$ cat src/rtl/kc705_pkg.sv
// rtl/kc705_pkg.sv - shared state and reset-cause encodings for the KC705 reset conditioner
package kc705_pkg;

    typedef enum logic [1:0] {
        POR_HOLD = 2'd0,
        ASSERT   = 2'd1,
        RELEASE  = 2'd2,
        RUN      = 2'd3
    } rc_state_t;

    localparam logic [1:0] CAUSE_POR = 2'b00;
    localparam logic [1:0] CAUSE_BTN = 2'b01;
    localparam logic [1:0] CAUSE_EXT = 2'b10;

endpackage

$ cat src/rtl/debounce_sync.sv
// rtl/debounce_sync.sv - two-flop synchroniser plus stability debouncer for board buttons and switches
module debounce_sync #(
    parameter int unsigned DEBOUNCE_CYCLES = 200000
) (
    input  logic clk,
    input  logic rst,
    input  logic din,
    output logic level,
    output logic press
);

    localparam int unsigned CW = $clog2(DEBOUNCE_CYCLES);
    localparam logic [CW-1:0] CNT_MAX = CW'(DEBOUNCE_CYCLES - 1);

    logic          sync_1;
    logic          sync_2;
    logic [CW-1:0] cnt;

    // The raw pin is only ever sampled as data; the idle level is released (1).
    always_ff @(posedge clk) begin
        if (rst) begin
            sync_1 <= 1'b1;
            sync_2 <= 1'b1;
            cnt    <= '0;
            level  <= 1'b1;
            press  <= 1'b0;
        end else begin
            sync_1 <= din;
            sync_2 <= sync_1;
            press  <= 1'b0;
            if (sync_2 == level) begin
                cnt <= '0;
            end else if (cnt == CNT_MAX) begin
                cnt   <= '0;
                level <= sync_2;
                press <= level & ~sync_2;
            end else begin
                cnt <= cnt + 1'b1;
            end
        end
    end

endmodule

$ cat src/rtl/kc705_reset_conditioner.sv
// rtl/kc705_reset_conditioner.sv - conditions button and external requests into a held SoC reset
module kc705_reset_conditioner
    import kc705_pkg::*;
#(
    parameter int unsigned DEBOUNCE_CYCLES = 200000,
    parameter int unsigned HOLD_CYCLES     = 4096
) (
    input  logic       ref_clk,
    input  logic       rst,
    input  logic       pad_reset_n,
    input  logic       ext_hold_i,
    output logic       soc_reset_n_o,
    output logic [1:0] reset_cause_o,
    output logic [7:0] btn_reset_count_o,
    output logic       ready_o
);

    localparam int unsigned HW = $clog2(HOLD_CYCLES);
    localparam logic [HW-1:0] HOLD_MAX = HW'(HOLD_CYCLES - 1);

    logic          btn_level;
    logic          btn_press;
    logic          cause_active;
    rc_state_t     state;
    logic [HW-1:0] hold_cnt;

    debounce_sync #(
        .DEBOUNCE_CYCLES(DEBOUNCE_CYCLES)
    ) u_btn (
        .clk  (ref_clk),
        .rst  (rst),
        .din  (pad_reset_n),
        .level(btn_level),
        .press(btn_press)
    );

    assign cause_active = ~btn_level | ext_hold_i;

    // soc_reset_n_o is written alongside every state transition so it always mirrors state == RUN.
    always_ff @(posedge ref_clk) begin
        if (rst) begin
            state         <= POR_HOLD;
            hold_cnt      <= '0;
            soc_reset_n_o <= 1'b0;
            reset_cause_o <= CAUSE_POR;
            ready_o       <= 1'b0;
        end else begin
            case (state)
                POR_HOLD, RELEASE: begin
                    if (cause_active) begin
                        state         <= ASSERT;
                        hold_cnt      <= '0;
                        soc_reset_n_o <= 1'b0;
                        reset_cause_o <= btn_level ? CAUSE_EXT : CAUSE_BTN;
                    end else if (hold_cnt == HOLD_MAX) begin
                        state         <= RUN;
                        hold_cnt      <= '0;
                        soc_reset_n_o <= 1'b1;
                        ready_o       <= 1'b1;
                    end else begin
                        hold_cnt <= hold_cnt + 1'b1;
                    end
                end
                ASSERT: begin
                    hold_cnt      <= '0;
                    soc_reset_n_o <= 1'b0;
                    if (!cause_active) begin
                        state <= RELEASE;
                    end
                end
                RUN: begin
                    hold_cnt <= '0;
                    if (cause_active) begin
                        state         <= ASSERT;
                        soc_reset_n_o <= 1'b0;
                        reset_cause_o <= btn_level ? CAUSE_EXT : CAUSE_BTN;
                    end
                end
                default: begin
                    state         <= POR_HOLD;
                    hold_cnt      <= '0;
                    soc_reset_n_o <= 1'b0;
                end
            endcase
        end
    end

    always_ff @(posedge ref_clk) begin
        if (rst) begin
            btn_reset_count_o <= 8'd0;
        end else if (btn_press && btn_reset_count_o != 8'hFF) begin
            btn_reset_count_o <= btn_reset_count_o + 8'd1;
        end
    end

endmodule

$ cat config.mk
export PLATFORM = sky130hd
export DESIGN_NAME = kc705_reset_conditioner
export DESIGN_NICKNAME = d
export VERILOG_FILES = /design/src/rtl/kc705_pkg.sv /design/src/rtl/debounce_sync.sv /design/src/rtl/kc705_reset_conditioner.sv
export SDC_FILE = /design/constraint.sdc
export NUM_CORES = 1
export LEC_CHECK = 0
export CORE_UTILIZATION = 64
export CTS_BUF_LIST = sky130_fd_sc_hd__clkbuf_8
export DETAILED_ROUTE_END_ITERATION = 6
export GPL_TIMING_DRIVEN = 0
export PLACE_DENSITY = 0.95
export SETUP_SLACK_MARGIN = 0.02
export SLEW_MARGIN = 5
export SYNTH_ARGS = -nofsm -noshare
export SYNTH_HDL_FRONTEND = slang
export SYNTH_HIERARCHICAL = 1
export SYNTH_SLANG_ARGS = --single-unit
$ cat constraint.sdc
create_clock -name ref_clk -period 3.7 [get_ports ref_clk]
set_input_delay 0.925 -clock ref_clk [delete_from_list [all_inputs] [get_ports ref_clk]]
set_output_delay 0.925 -clock ref_clk [all_outputs]
set_load 0.005 [all_outputs]
==> metrics.cfg <==
[clocking]
max-clock-path-buffers=2
post-cts-setup-buffer-count=0
clkSinkCount=48
cts_buffers=5
worst_setup_hold_path_clk_slew_ps=100
cts_hold_buffers=0
cts_max_level=2
tritoncts_clock_tree=yes
worstSkewPairLatency_ps=310
clockRootBuffer=sky130_fd_sc_hd__clkbuf_8
cts_resized=0

[routing]
detail-route-antenna-nets=0
vias=1719
routed_via_density=5.71
post_drt_wl_per_cell_um=13.6
drc_errors=0
drt_wirelength_um=4080
first_drt_iteration_drcs=136
drt_first_pass_iters=4

[yosys]
post-synth-top-area-cell=sky130_fd_sc_hd__dfxtp_1
synth.area.mux_share=0.00950
synth.lib_cells_used.distinct=46
ys_warn_count=6
synth-compound-area-share=0.0712
number_of_flops_mapped_to_enable_cells_by_yosys=0
synth_area_per_cell_um2=9.01
synth_top_flop_cell=sky130_fd_sc_hd__dfxtp_1
post_synth_inst_count=234
synth_top_family_by_area=simple AND/OR/NAND/NOR gates
top_cells_by_area_synth=sky130_fd_sc_hd__dfxtp_1 46%, sky130_fd_sc_hd__nor2_1 8.0%, sky130_fd_sc_hd__xnor2_1 6.6%
synth_fp_nets=242
synth_xor_area_frac=0.108
ys_ff_latch=48
ys_async_sr_fraction=0
netlist.area_leader.share=0.456
adder_cell_fraction_of_synth_area=0.0237
post_synth_instance_area_um2=2110
synth_simple_gate_area_share=0.299
ys_seq_area_frac=0.456

[global_routing]
grt_remaining_overflow=0
global_route_wire_length_before_repair_um=6820
grt_use_total=0.263
number_of_antenna_violations_at_the_first_check_in_global_routing=0
maximum_number_of_pins_on_one_net_before_global_route_repair=17
grt_pass1_vias=1594

[power_and_ir_drop]
pwr_density_cell_nw_per_um2=360
power_leakage_nw=0.800
vdd_drop_max_mv=0.312

[final_layout]
layout-drive-gt1-share=0.0895
final_area_um2=2410
final_nets=264
area.growth.synth_to_final_pct=14.1
fillcell_total=212
antenna_cells_inserted=0

[floorplan]
core_area_um2=3080
std_cell_rows=20
fp.dieArea_um2=3530
die_x_um=59.4
chipHeight_um=59.4
ioPinCount=16
starting_density_of_the_core=0.685

[worst_setup_path]
rr_startpoint=u_btn/cnt[0]
timing.critical_path.required_ps=3940
setup.worst_path.class=in2reg
worst_path_largest_cell_delay_ps=590
timing.critical_path.cells=clkdlybuf4s50_1 -> or3_1 -> clkbuf_1 -> nand2b_2 -> buf_6 -> nor2_1
cpMaxStageDelayCell=sky130_fd_sc_hd__clkdlybuf4s50_1
setup.worst_path.end_class=register
r2r_setup_slack_ps=1830
reg2regPathDepth=6
endpoint=hold_cnt[2]
cp_data_arrival_time_ps=2550
crit_path_max_fanout=11
critPathLaunch=rst
kind_of_start_point_of_the_critical_path=primary input
rr_endpoint=u_btn/cnt[11]

[placed_design]
io_buffers=15
dp_hpwl_um=2850
weighted_congestion_reported_at_the_end_of_routability_driven_placement=0.910
detailed_place.area_um2=2310

[timing]
grt_setup_unrepaired=false
min_period_ps=2310
max_freq_mhz=433
timing.slew.headroom=0.659
setup-violations-final=0
timing.clock.skew_ps=17.3
finalMaxSlewViolations=0
hold_violations=0
timing.final.crit_share=0.624
tns_ps=0
max_slew.worst_pin.slew_ps=511

[run_status]
run_status=complete, no violations

[min_path]
holdCritPathClass=reg2reg

[flow_run]
max_cap_viol_count=0

==> worst min-delay path by stage <==
stage                 start            to  slack, ps  cells after the start
3_5_place_dp   u_btn/sync_1  u_btn/sync_2        410                      1
6_report       u_btn/sync_1  u_btn/sync_2        440                      1
2_1_floorplan  u_btn/sync_1  u_btn/sync_2        390                      1
3_3_place_gp   u_btn/sync_1  u_btn/sync_2        400                      1
5_1_grt        u_btn/sync_1  u_btn/sync_2        460                      1
4_1_cts        u_btn/sync_1  u_btn/sync_2        440                      1
==> Yosys cell counts (2+ instances only) <==
library cell               count
sky130_fd_sc_hd__nor4_1        6
sky130_fd_sc_hd__dfxtp_1      48
sky130_fd_sc_hd__buf_2         2
sky130_fd_sc_hd__and4_1        3
sky130_fd_sc_hd__or4_4         2
sky130_fd_sc_hd__nand2_1       7
sky130_fd_sc_hd__and2_1        2
sky130_fd_sc_hd__nor2_1       45
sky130_fd_sc_hd__inv_1         9
sky130_fd_sc_hd__or3_1         2
sky130_fd_sc_hd__nand4b_1      2
sky130_fd_sc_hd__a31oi_1       2
sky130_fd_sc_hd__ha_1          4
sky130_fd_sc_hd__nor3_1        6
sky130_fd_sc_hd__nand4_1       9
sky130_fd_sc_hd__and3_1        3
sky130_fd_sc_hd__nand3_1      15
sky130_fd_sc_hd__a21oi_1       8
sky130_fd_sc_hd__or2_2         2
sky130_fd_sc_hd__xor2_1       10
sky130_fd_sc_hd__nor2b_1       2
sky130_fd_sc_hd__clkbuf_1      3
sky130_fd_sc_hd__mux2i_1       2
sky130_fd_sc_hd__o21bai_1      2
sky130_fd_sc_hd__xnor2_1      16
sky130_fd_sc_hd__nand2b_1      2
==> flip-flops by register name, indices dropped and copies added (netlist names) <==
name	cells
btn_reset_count_o	8
u_btn/sync_2	1
reset_cause_o	2
u_btn/press	1
u_btn/sync_1	1
ready_o	1
soc_reset_n_o	1
hold_cnt	12
u_btn/cnt	18
u_btn/level	1
state	2
==> metal layers <==
layer  global-route usage  vias to the layer above  part of all wire
met3               0.0502                       10             0.045
met5                    0                        -                 0
li1                     -                      858                 -
met4                0.139                        0             0.026
met2                0.448                       48              0.49
met1                0.312                      803              0.44
==> logic make-up (layout without fill, tap and decap cells) <==
kind of cell,count (synthesis),in the layout
mux,2,2
xor+xnor,26,26
flops,48,48
buf+inv,16,39
fa+ha+maj,4,4
compound gates,22,22
simple gates,116,116
==> cell type report <==
| class | instances | area (um2) | share of cell area |
|---|---|---|---|
| plain buffers | 7 | 36.3 | 0.0151 |
| repair buffers | 15 | 150 | 0.0624 |
| clock inverters | 3 | 23.8 | 0.00988 |
| well taps | 44 | 55.1 | 0.0229 |
| multi-input cells | 170 | 1080 | 0.448 |
| clock buffers | 5 | 68.8 | 0.0286 |
| flip-flops and latches | 48 | 961 | 0.399 |
| inverters | 9 | 33.8 | 0.0140 |
==> critical path, delay by kind of cell <==
kind                   cells  cell delay, ps
buffers and inverters      3             900
AND/OR/NAND/NOR            3             730
==> cell usage in the layout, fill, tap and decap left out, types with 3 or more instances in the layout <==
master	netlist	layout
sky130_fd_sc_hd__a21oi_1	8	8
sky130_fd_sc_hd__ha_1	4	4
sky130_fd_sc_hd__clkbuf_1	3	3
sky130_fd_sc_hd__nor2_1	45	45
sky130_fd_sc_hd__and3_1	3	3
sky130_fd_sc_hd__inv_1	9	9
sky130_fd_sc_hd__and4_1	3	3
sky130_fd_sc_hd__xor2_1	10	10
sky130_fd_sc_hd__nand2_1	7	7
sky130_fd_sc_hd__clkdlybuf4s50_1	0	15
sky130_fd_sc_hd__xnor2_1	16	16
sky130_fd_sc_hd__nor4_1	6	6
sky130_fd_sc_hd__nand3_1	15	15
sky130_fd_sc_hd__dfxtp_1	48	48
sky130_fd_sc_hd__clkbuf_8	0	5
sky130_fd_sc_hd__nand4_1	9	9
sky130_fd_sc_hd__nor3_1	6	6
==> report_power, final <==
part	total [mW]	internal (mW)	switching (mW)
logic	0.0286	0.0128	0.0158
registers	0.525	0.521	0.00374
clock network	0.313	0.134	0.179
==> stage by stage <==
step	total power, mW	hold WS [ps]	cells	util	worst slack (ps)
3_3_place_gp	0.563	399	293	0.752	1140
2_1_floorplan	0.553	389	234	-	1730
3_5_place_dp	0.564	408	293	0.752	1110
6_report	0.866	438	301	0.782	1390
4_1_cts	0.871	435	301	0.782	1420
5_1_grt	0.895	458	301	0.782	1320
No activity file was read; power rests on OpenSTA's default activity.
==> patch: new RTL, same settings <==
Reset style: asynchronous (`rst`), changed in 3 clocked blocks.
--- a/src/rtl/debounce_sync.sv
+++ b/src/rtl/debounce_sync.sv
@@ -18,5 +18,5 @@
 
     // The raw pin is only ever sampled as data; the idle level is released (1).
-    always_ff @(posedge clk) begin
+    always_ff @(posedge clk or posedge rst) begin
         if (rst) begin
             sync_1 <= 1'b1;
--- a/src/rtl/kc705_reset_conditioner.sv
+++ b/src/rtl/kc705_reset_conditioner.sv
@@ -38,5 +38,5 @@
 
     // soc_reset_n_o is written alongside every state transition so it always mirrors state == RUN.
-    always_ff @(posedge ref_clk) begin
+    always_ff @(posedge ref_clk or posedge rst) begin
         if (rst) begin
             state         <= POR_HOLD;
@@ -86,5 +86,5 @@
     end
 
-    always_ff @(posedge ref_clk) begin
+    always_ff @(posedge ref_clk or posedge rst) begin
         if (rst) begin
             btn_reset_count_o <= 8'd0;
Behaviour: differs if rst is asserted again (counterexample within 4 cycles, from zero or initial values and one cycle with rst high); with rst held inactive, the same outputs for 10 cycles.
==> patch against the original RTL <==
Via count shrank 3.7%; wire length grew 0.29%; total power grew 6.9%; synthesized area grew 9.0%; worst setup slack gained 89 ps; cell area grew 8.7%; sequential cell count is the same; sequential power grew 1%; largest power group unchanged.
==> patch: results <==
run_status:
  status: "completed"
detailed_routing:
  drt_iter0_drc: 108
  vias: 1655
  wl_met1_mm: 1.75
  totalWireLength_mm: 4.09
global_routing:
  gr-usage-all-layers_pct: 25.4
  use_met1_pct: 29.5
  use_met3_pct: 7.04
  grt_max_degree: 27
  grt_util_met2_pct: 43.9
  grt_pass1_wl_mm: 6.88
placed_design:
  dp_hpwl_mm: 2.94
  gp_congestion: 0.901
power_and_ir_drop:
  power_density_nw_per_um2: 354
  p_leak_uw: 0.00112
setup_path:
  endpoint: "btn_reset_count_o[7]"
  r2r_slack_ps: 1590
  rr_startpoint: "u_btn/cnt[0]"
  startpoint: "btn_reset_count_o[7]"
  rr_endpoint: "u_btn/cnt[16]"
min_path:
  min-delay-start: "u_btn/sync_1"
timing:
  fmax_ghz: 0.450
  skew_ps: 7.89
yosys:
  syn_nets: 232
  synth-xor-area-share_pct: 11.4
  synth_fa_ha_area_share_pct: 2.72
  synthTopCellsByCount: "45 x dfrtp_1, 36 x nor2_1, 20 x xnor2_1"
  synthMuxAreaShare_pct: 0.926
cells_and_area:
  fillers: 220
## patch: worst min-delay path by stage
stage,end,slack (ps),cells past startpoint
after CTS,u_btn/sync_2,360,0
final,u_btn/sync_2,360,0
after global placement,u_btn/sync_2,350,0
after global routing,u_btn/sync_2,360,0
after floorplan,u_btn/sync_2,350,0
after detailed placement,u_btn/sync_2,350,0
## patch: power by group
group	internal, uW	leakage, uW	switching, uW
Clock	200	0.0000541	170
Sequential	529	0.000653	2.03
Combinational	7.24	0.000410	18.4
Total	736	0.00112	190
## patch: area by class of cell
cell class                 instances  area share, %
tap                               46           2.20
buffer                             5           1.05
clock buffer                       5           2.63
multi-input combinational        155           38.5
timing repair buffer              15           5.74
clock inverter                     3           1.63
sequential                        48           46.1
inverter                          15           2.15
## patch: metrics by stage
step | std cells | total power [uW]
2_1_floorplan | 223 | 558
3_3_place_gp | 284 | 567
5_1_grt | 292 | 963
4_1_cts | 292 | 938
3_5_place_dp | 284 | 568
6_report | 292 | 926
